`config.mk`:
```
export PLATFORM = sky130hd
export DESIGN_NAME = mem_access_unit
export DESIGN_NICKNAME = d
export VERILOG_FILES = /design/src/rtl/mem_access_unit.sv
export SDC_FILE = /design/constraint.sdc
export NUM_CORES = 1
export LEC_CHECK = 0
export BUFFER_PORTS_ARGS = -buffer_cell sky130_fd_sc_hd__buf_2
export CAP_MARGIN = 20
export CORE_MARGIN = 2
export CORE_UTILIZATION = 48
export CTS_CLUSTER_DIAMETER = 50
export DETAILED_ROUTE_END_ITERATION = 7
export GPL_TIMING_DRIVEN = 0
export PLACE_DENSITY = 0.85
export SYNTH_ARGS = -nofsm -noshare
export SYNTH_HDL_FRONTEND = slang
export SYNTH_SLANG_ARGS = --single-unit
export TNS_END_PERCENT = 10
```
`constraint.sdc`:
```
create_clock -name clk -period 2.19 [get_ports clk]
set_clock_uncertainty 0.05 [all_clocks]
set_input_delay 0.438 -clock clk [delete_from_list [all_inputs] [get_ports clk]]
set_output_delay 0.438 -clock clk [all_outputs]
set_load 0.02 [all_outputs]
```
`src/rtl/mem_access_unit.sv`:
```
// Load/store access unit: one outstanding data-memory access with RV size/sign handling.
// Optional build macro MEM_ACCESS_MISALIGN_TRAP_EN: misaligned accesses complete with rsp_err
// instead of being rounded down to size alignment.
module mem_access_unit #(
    parameter int unsigned XLEN   = 32,
    parameter int unsigned ADDR_W = 32
) (
    input  logic                clk,
    input  logic                rst,
    input  logic                req_valid,
    output logic                req_ready,
    input  logic                req_write,
    input  logic [2:0]          req_funct3,
    input  logic [ADDR_W-1:0]   req_addr,
    input  logic [XLEN-1:0]     req_wdata,
    output logic                stall,
    output logic                rsp_valid,
    output logic [XLEN-1:0]     rsp_rdata,
    output logic                rsp_err,
    output logic [ADDR_W-1:0]   dmem_address,
    output logic                dmem_read,
    output logic                dmem_write,
    output logic [XLEN-1:0]     dmem_wdata,
    output logic [XLEN/8-1:0]   dmem_byte_enable,
    input  logic [XLEN-1:0]     dmem_rdata,
    input  logic                dmem_resp
);

    localparam int unsigned BE_W  = XLEN / 8;
    localparam int unsigned OFF_W = $clog2(BE_W);

    typedef enum logic [1:0] {IDLE, BUSY, DONE} state_t;

    state_t            state;
    logic [OFF_W-1:0]  off_q;
    logic [1:0]        size_q;
    logic              uns_q;
    logic              write_q;

    logic [1:0]        req_size_c;
    logic [3:0]        req_nbytes_c;
    logic [OFF_W-1:0]  req_off_c;
    logic [8:0]        be_mask_c;
    logic [BE_W-1:0]   req_be_c;
`ifdef MEM_ACCESS_MISALIGN_TRAP_EN
    logic              req_misal_c;
`endif

    // Request decode; a double on a 32-bit datapath degrades to full width.
    always_comb begin
        req_size_c = req_funct3[1:0];
        if (XLEN == 32 && req_size_c == 2'd3) begin
            req_size_c = 2'd2;
        end
        req_nbytes_c = 4'd1 << req_size_c;
        req_off_c    = req_addr[OFF_W-1:0] & ~OFF_W'(req_nbytes_c - 4'd1);
        be_mask_c    = (9'd1 << req_nbytes_c) - 9'd1;
        req_be_c     = BE_W'(be_mask_c) << req_off_c;
`ifdef MEM_ACCESS_MISALIGN_TRAP_EN
        req_misal_c  = (req_addr[OFF_W-1:0] & OFF_W'(req_nbytes_c - 4'd1)) != '0;
`endif
    end

    logic [XLEN-1:0] shifted_c;
    logic [XLEN-1:0] load_c;
    logic            sign_c;
    int              nbits;

    // Align the returned word to bit 0 and extend above the access size.
    always_comb begin
        shifted_c = dmem_rdata >> {off_q, 3'b000};
        nbits     = 8 << size_q;
        case (size_q)
            2'd0:    sign_c = shifted_c[7];
            2'd1:    sign_c = shifted_c[15];
            2'd2:    sign_c = shifted_c[31];
            default: sign_c = shifted_c[XLEN-1];
        endcase
        load_c = shifted_c;
        for (int i = 0; i < XLEN; i++) begin
            if (i >= nbits) begin
                load_c[i] = ~uns_q & sign_c;
            end
        end
    end

    assign req_ready = (state == IDLE);
    assign stall     = (req_valid && state == IDLE) || (state == BUSY);

    always_ff @(posedge clk or negedge rst) begin
        if (!rst) begin
            state            <= IDLE;
            off_q            <= '0;
            size_q           <= '0;
            uns_q            <= 1'b0;
            write_q          <= 1'b0;
            rsp_valid        <= 1'b0;
            rsp_rdata        <= '0;
            dmem_address     <= '0;
            dmem_read        <= 1'b0;
            dmem_write       <= 1'b0;
            dmem_wdata       <= '0;
            dmem_byte_enable <= '0;
`ifdef MEM_ACCESS_MISALIGN_TRAP_EN
            rsp_err          <= 1'b0;
`endif
        end else begin
            rsp_valid <= 1'b0;
            case (state)
                IDLE: begin
                    if (req_valid) begin
                        off_q            <= req_off_c;
                        size_q           <= req_size_c;
                        uns_q            <= req_funct3[2];
                        write_q          <= req_write;
                        state            <= BUSY;
                        dmem_address     <= {req_addr[ADDR_W-1:OFF_W], OFF_W'(0)};
                        dmem_read        <= ~req_write;
                        dmem_write       <= req_write;
                        dmem_wdata       <= req_wdata << {req_off_c, 3'b000};
                        dmem_byte_enable <= req_write ? req_be_c : '0;
`ifdef MEM_ACCESS_MISALIGN_TRAP_EN
                        rsp_err          <= 1'b0;
                        // Trapped access skips memory entirely.
                        if (req_misal_c) begin
                            state            <= DONE;
                            dmem_read        <= 1'b0;
                            dmem_write       <= 1'b0;
                            dmem_byte_enable <= '0;
                            rsp_valid        <= 1'b1;
                            rsp_err          <= 1'b1;
                        end
`endif
                    end
                end
                BUSY: begin
                    if (dmem_resp) begin
                        dmem_read  <= 1'b0;
                        dmem_write <= 1'b0;
                        if (!write_q) begin
                            rsp_rdata <= load_c;
                        end
                        rsp_valid  <= 1'b1;
                        state      <= DONE;
                    end
                end
                DONE: begin
                    state <= IDLE;
                end
                default: begin
                    state <= IDLE;
                end
            endcase
        end
    end

`ifndef MEM_ACCESS_MISALIGN_TRAP_EN
    assign rsp_err = 1'b0;
`endif

endmodule
```
======== Word-level counts from Yosys, hierarchy flattened ========
Cells that the tools add are included.
storage, ports and cells
  register bits ........................... 109
  input port bits ......................... 104
  output and inout port bits .............. 106
operators by class
  order comparisons ....................... 32
  bitwise operators ....................... 6
  reduce and logical (&&, ||, !) cells .... 9
  shift operators ......................... 6
  equality and inequality tests ........... 5
  add/sub/neg operators ................... 2
  muxes and demuxes ....................... 45
operator list
  operator                                                                             number
  6-bit by 32-bit greater-or-equal comparator with 1-bit output, first input constant  16
  5-bit by 32-bit greater-or-equal comparator with 1-bit output, first input constant  8
  4-bit by 32-bit greater-or-equal comparator with 1-bit output, first input constant  4
  3-bit by 32-bit greater-or-equal comparator with 1-bit output, first input constant  2
  1-bit two-way mux                                                                    37
  1-bit by 32-bit greater-or-equal comparator with 1-bit output, first input constant  1
  2-bit by 32-bit greater-or-equal comparator with 1-bit output, first input constant  1
  32-bit by 5-bit << shifter with 32-bit output                                        1
  4-bit by 2-bit << shifter with 32-bit output, first input constant                   1
  32-bit by 5-bit >> shifter with 32-bit output                                        1
  2-bit two-way mux                                                                    3
  1-bit one-hot mux with 2 select lines                                                3
  3-bit AND reduction                                                                  2
  2-bit by 1-bit == test with 1-bit output, second input constant                      2
  2-bit logical NOT                                                                    2
  4-bit two-way mux                                                                    1
  2-bit inequality test, second input constant                                         2
  2-bit one-hot mux with 2 select lines                                                1
  2-bit AND reduction                                                                  2
  1-bit by 2-bit << shifter with 4-bit output, first input constant                    1
  1-bit by 4-bit << shifter with 4-bit output, first input constant                    1
  4-bit by 2-bit << shifter with 4-bit output                                          1
  4-bit by 1-bit subtractor with 4-bit output, second input constant                   1
  1-bit NOT                                                                            3
  other kinds (8)                                                                      8

======== Longest topological paths before layout ========
  depth after elaboration ................. 8
  mapped depth ............................ 6

======== Worst setup path after synthesis ========
Ideal clock, no wire load.
  kind .................................... reg2reg
  start ................................... reg off_q[0]
  end ..................................... reg rsp_rdata[16]
  data required time ...................... 2016 ps
  period minus slack after synthesis ...... 1732 ps
  cell stages (with the launch flop) ...... 7
  slack ................................... 458 ps
  data arrival time ....................... 1558 ps
  library setup time ...................... 124 ps
  cells stage by stage .................... dfrtp_1 > buf_6 > mux2_4 > mux2_4 > o2111ai_4 > buf_6 > nand3_2
between the ends
  longest elaborated chain between the ends .. 4
ends and longest elaborated chain
  item                                             RTL line  source
  start: declaration                               35        logic [OFF_W-1:0] off_q;
  start signal: assignment                         112       off_q <= req_off_c;
  32-bit by 5-bit >> shifter with 32-bit output *  71        shifted_c = dmem_rdata >> {off_q, 3'b000};
  1-bit one-hot mux with 2 select lines            73        case (size_q)
  1-bit bitwise AND                                82        load_c[i] = ~uns_q & sign_c;
  1-bit two-way mux *                              81        if (i >= nbits) begin
  end signal: assignment                           141       rsp_rdata <= load_c;
  end: declaration                                 18        output logic [XLEN-1:0] rsp_rdata,
Every way passes the cells marked *; elsewhere a longest branch is shown, timed or not.
A chain may end at the register's enable or synchronous reset.

======== Final worst setup path ========
  start ................................... reg state[1]
  end ..................................... reg rsp_rdata[10]
between the ends
  longest elaborated chain between the ends .. 2
ends and longest elaborated chain
  item                                      RTL line  source
  start: declaration                        34        state_t state;
  start signal: assignment                  92        state <= IDLE;
  start signal: assignment                  116       state <= BUSY;
  start signal: assignment                  144       state <= DONE;
  2-bit by 1-bit == test with 1-bit output  109       case (state)
  3-bit AND reduction (no source line)      --
No other way between the ends.

==> results.yml <==
die:
  core_area_sq_um: 10200
  die_h_um: 106
  rows: 37
  dieWidth_um: 106
  start_util_pct: 49.2
  ios: 210
  die_area_sq_um: 11300
clock_network:
  clk_pin_slew_worst_paths_ns: 0.10
  cts-resized-gates: 0
  worstSkewPairLatency_ns: 0.36
  htreeDepth: 3
  cts_post_setup_buffers_inserted: 0
  cts.sinks: 109
  clockBufferDepth: 2
  cts_made_buffers: 9
  cts_hold_buf: 0
  cts-root-buf: "clkbuf_8"
  cts_tree: "yes"
logic_synthesis:
  ys_seq_area_share_pct: 54.2
  synth_compound_area_share_pct: 10.1
  yosys-top-cells-count: "nand2_1, dfrtp_1, nor2_1"
  yosys.area.top_type: "dfrtp_1"
  synth_cell_types: 34
  netlist_area_sq_um: 5030
  synthMuxAreaShare_pct: 10.4
  synth-edff-count: 0
  ys_ff_latch: 109
  yosys.area_share.simple_pct: 21.5
  synth_top_family_by_area: "simple AND/OR/NAND/NOR gates"
  synthFlopType: "dfrtp_1"
  synthAdderAreaFrac_pct: 0
  synth_xor_area_share_pct: 0
  synth_top_area_share_pct: 54.2
  ys.warnings.count: 0
  syn_avg_cell_area_sq_um: 9.71
  async_reset_ff_share_pct: 100
  syn_inst: 518
  netlist_top_cells_area: "dfrtp_1, nand2_1, mux2i_1"
  yosysMostFrequentCell: "nand2_1"
timing:
  tightest_slew_ns: 0.707
  finalHoldViolCount: 0
  setup_viol: 0
  finalCritPeriodShare_pct: 89.9
  max_freq_mhz: 508
  slew_headroom_pct: 52.9
  rsz0062_at_grt: "false"
  drv_slew: 0
  min_period_ns: 1.97
power_and_ir_drop:
  totalPowerFinal_w: 0.00704
  leakagePower_nw: 3.40
  peakVddDrop_mv: 0.581
  pwr_density_cell_nw_per_um2: 1090
detailed_routing:
  drt-pass1-iter-count: 5
  wire_per_inst_um: 16.7
  drt-total-wl_um: 14700
  drt-initial-drc-count: 215
  viasPerCell: 5.35
  final_antenna_net_count: 0
  vias: 4699
  post-route-drc-count: 0
placement:
  place_inst: 863
  gp_congestion: 0.934
  dp_hpwl_um: 11100
  io_buffers: 206
hold_path:
  hold_class: "primary input to async pin"
critical_path:
  start_kind: "register"
  endpoint_kind: "register"
  critPathMaxFanout: 8
  critPathKind: "register to register"
  worstPathRequired_ns: 2.36
  worstPathArrival_ns: 2.14
cells_and_area:
  area_delta_synth_final_pct: 28.0
  antenna_cells: 0
  stdcell_count: 878
  drive_above_1_share_pct: 34.8
  final_nets: 842
job:
  cap_violations: 0
global_routing:
  grt_usage_pct: 26.1
  grt_max_degree: 57
  grt_pass1_wl_um: 23000
  antenna_found_initial: 0
  grt_remaining_overflow: 0
  grt_pass1_vias: 4678
status:
  outcome: "finished, final reports clean"
[critical path: stages, from the launching register on]
cell and delay [ns]:
dfrtp_1 0.42, nand3b_1 0.31, or2_2 0.34, clkbuf_1 0.17, a21oi_2 0.39, a21oi_1 0.14
[registers in the layout, indices dropped and copies added, names as in the netlist, 2 cells and up]
register and flops:
state 2, off_q 2, dmem_address 30, dmem_wdata 32
size_q 2, rsp_rdata 32, dmem_byte_enable 4
[final timing paths]
| check | startpoint | end | slack (ns) | cells past startpoint |
|---|---|---|---|---|
| setup / recovery | state[1] | rsp_rdata[10] | 0.22 | 5 |
| hold / removal | rst | dmem_wdata[5] | 0.08 | 1 |
| setup reg to reg | state[1] | rsp_rdata[10] | 0.22 | 5 |
| hold reg to reg | dmem_address[7] | dmem_address[7] | 0.43 | 2 |
| max in group asynchronous | rst | dmem_address[20] | 1.30 | 2 |
| min in group clk | req_addr[25] | dmem_address[25] | 0.21 | 3 |
[power by group]
part	switching, W	total (W)	internal [W]	leakage (nW)
clock network	0.000658	0.00110	0.000443	0.0864
logic	0.00190	0.00291	0.00101	1.96
registers	0.000377	0.00303	0.00265	1.35
[placed cells by master (no fill, tap or decap), drive strengths merged, types with 3 or more instances in the layout]
cell and instances:
buf 225, nand2 143, dfrtp 109, nor2 48
mux2i 40, nand3 34, clkbuf 30, o21ai 26
a21oi 16, mux2 10, a22o 9, a221o 8
and2 8, a221oi 8, nand3b 3, inv 3
nor2b 3, o31ai 3, conb 3, clkinv 3
[metrics by stage]
stage / setup slack (ns) / hold slack, ns / utilization, % / area, sq um / TNS (ns)
global placement: -0.535 / 0.404 / 61.0 / 6240 / -57.53
CTS: 0.241 / 0.0848 / 62.9 / 6440 / 0
floorplan: 0.458 / 0.0924 / - / 5040 / 0
finish: 0.222 / 0.0801 / 62.9 / 6440 / 0
detailed placement: 0.125 / 0.411 / 61.3 / 6270 / 0
global route: 0.0604 / 0.113 / 62.9 / 6440 / 0
[final cells by class]
class,count,area [sq um]
buffer,36,174
clock buffer,12,145
clock inverter,3,22.5
fill,907,3790
inverter,3,11.3
multi-input combinational,372,2120
sequential,109,2730
tap,136,170
timing repair buffer,207,1060
[kinds of logic (layout without fill, tap and decap cells)]
kind of cell	count (synthesis)	count (layout)
simple gates	246	246
mux	50	50
compound gates	73	73
flops	109	109
buf+inv	39	261
other cells	1	3
[routing by layer]
metal	GRT usage, %	share of wire [%]	wire (um)	vias to the layer above
met2	43.7	49	7170	248
met4	11.0	2.0	299	0
met5	0	0	0	-
li1	-	-	-	2181
met3	6.50	9.3	1360	25
met1	32.1	40	5820	2245
(Power assumes the default switching activity.)
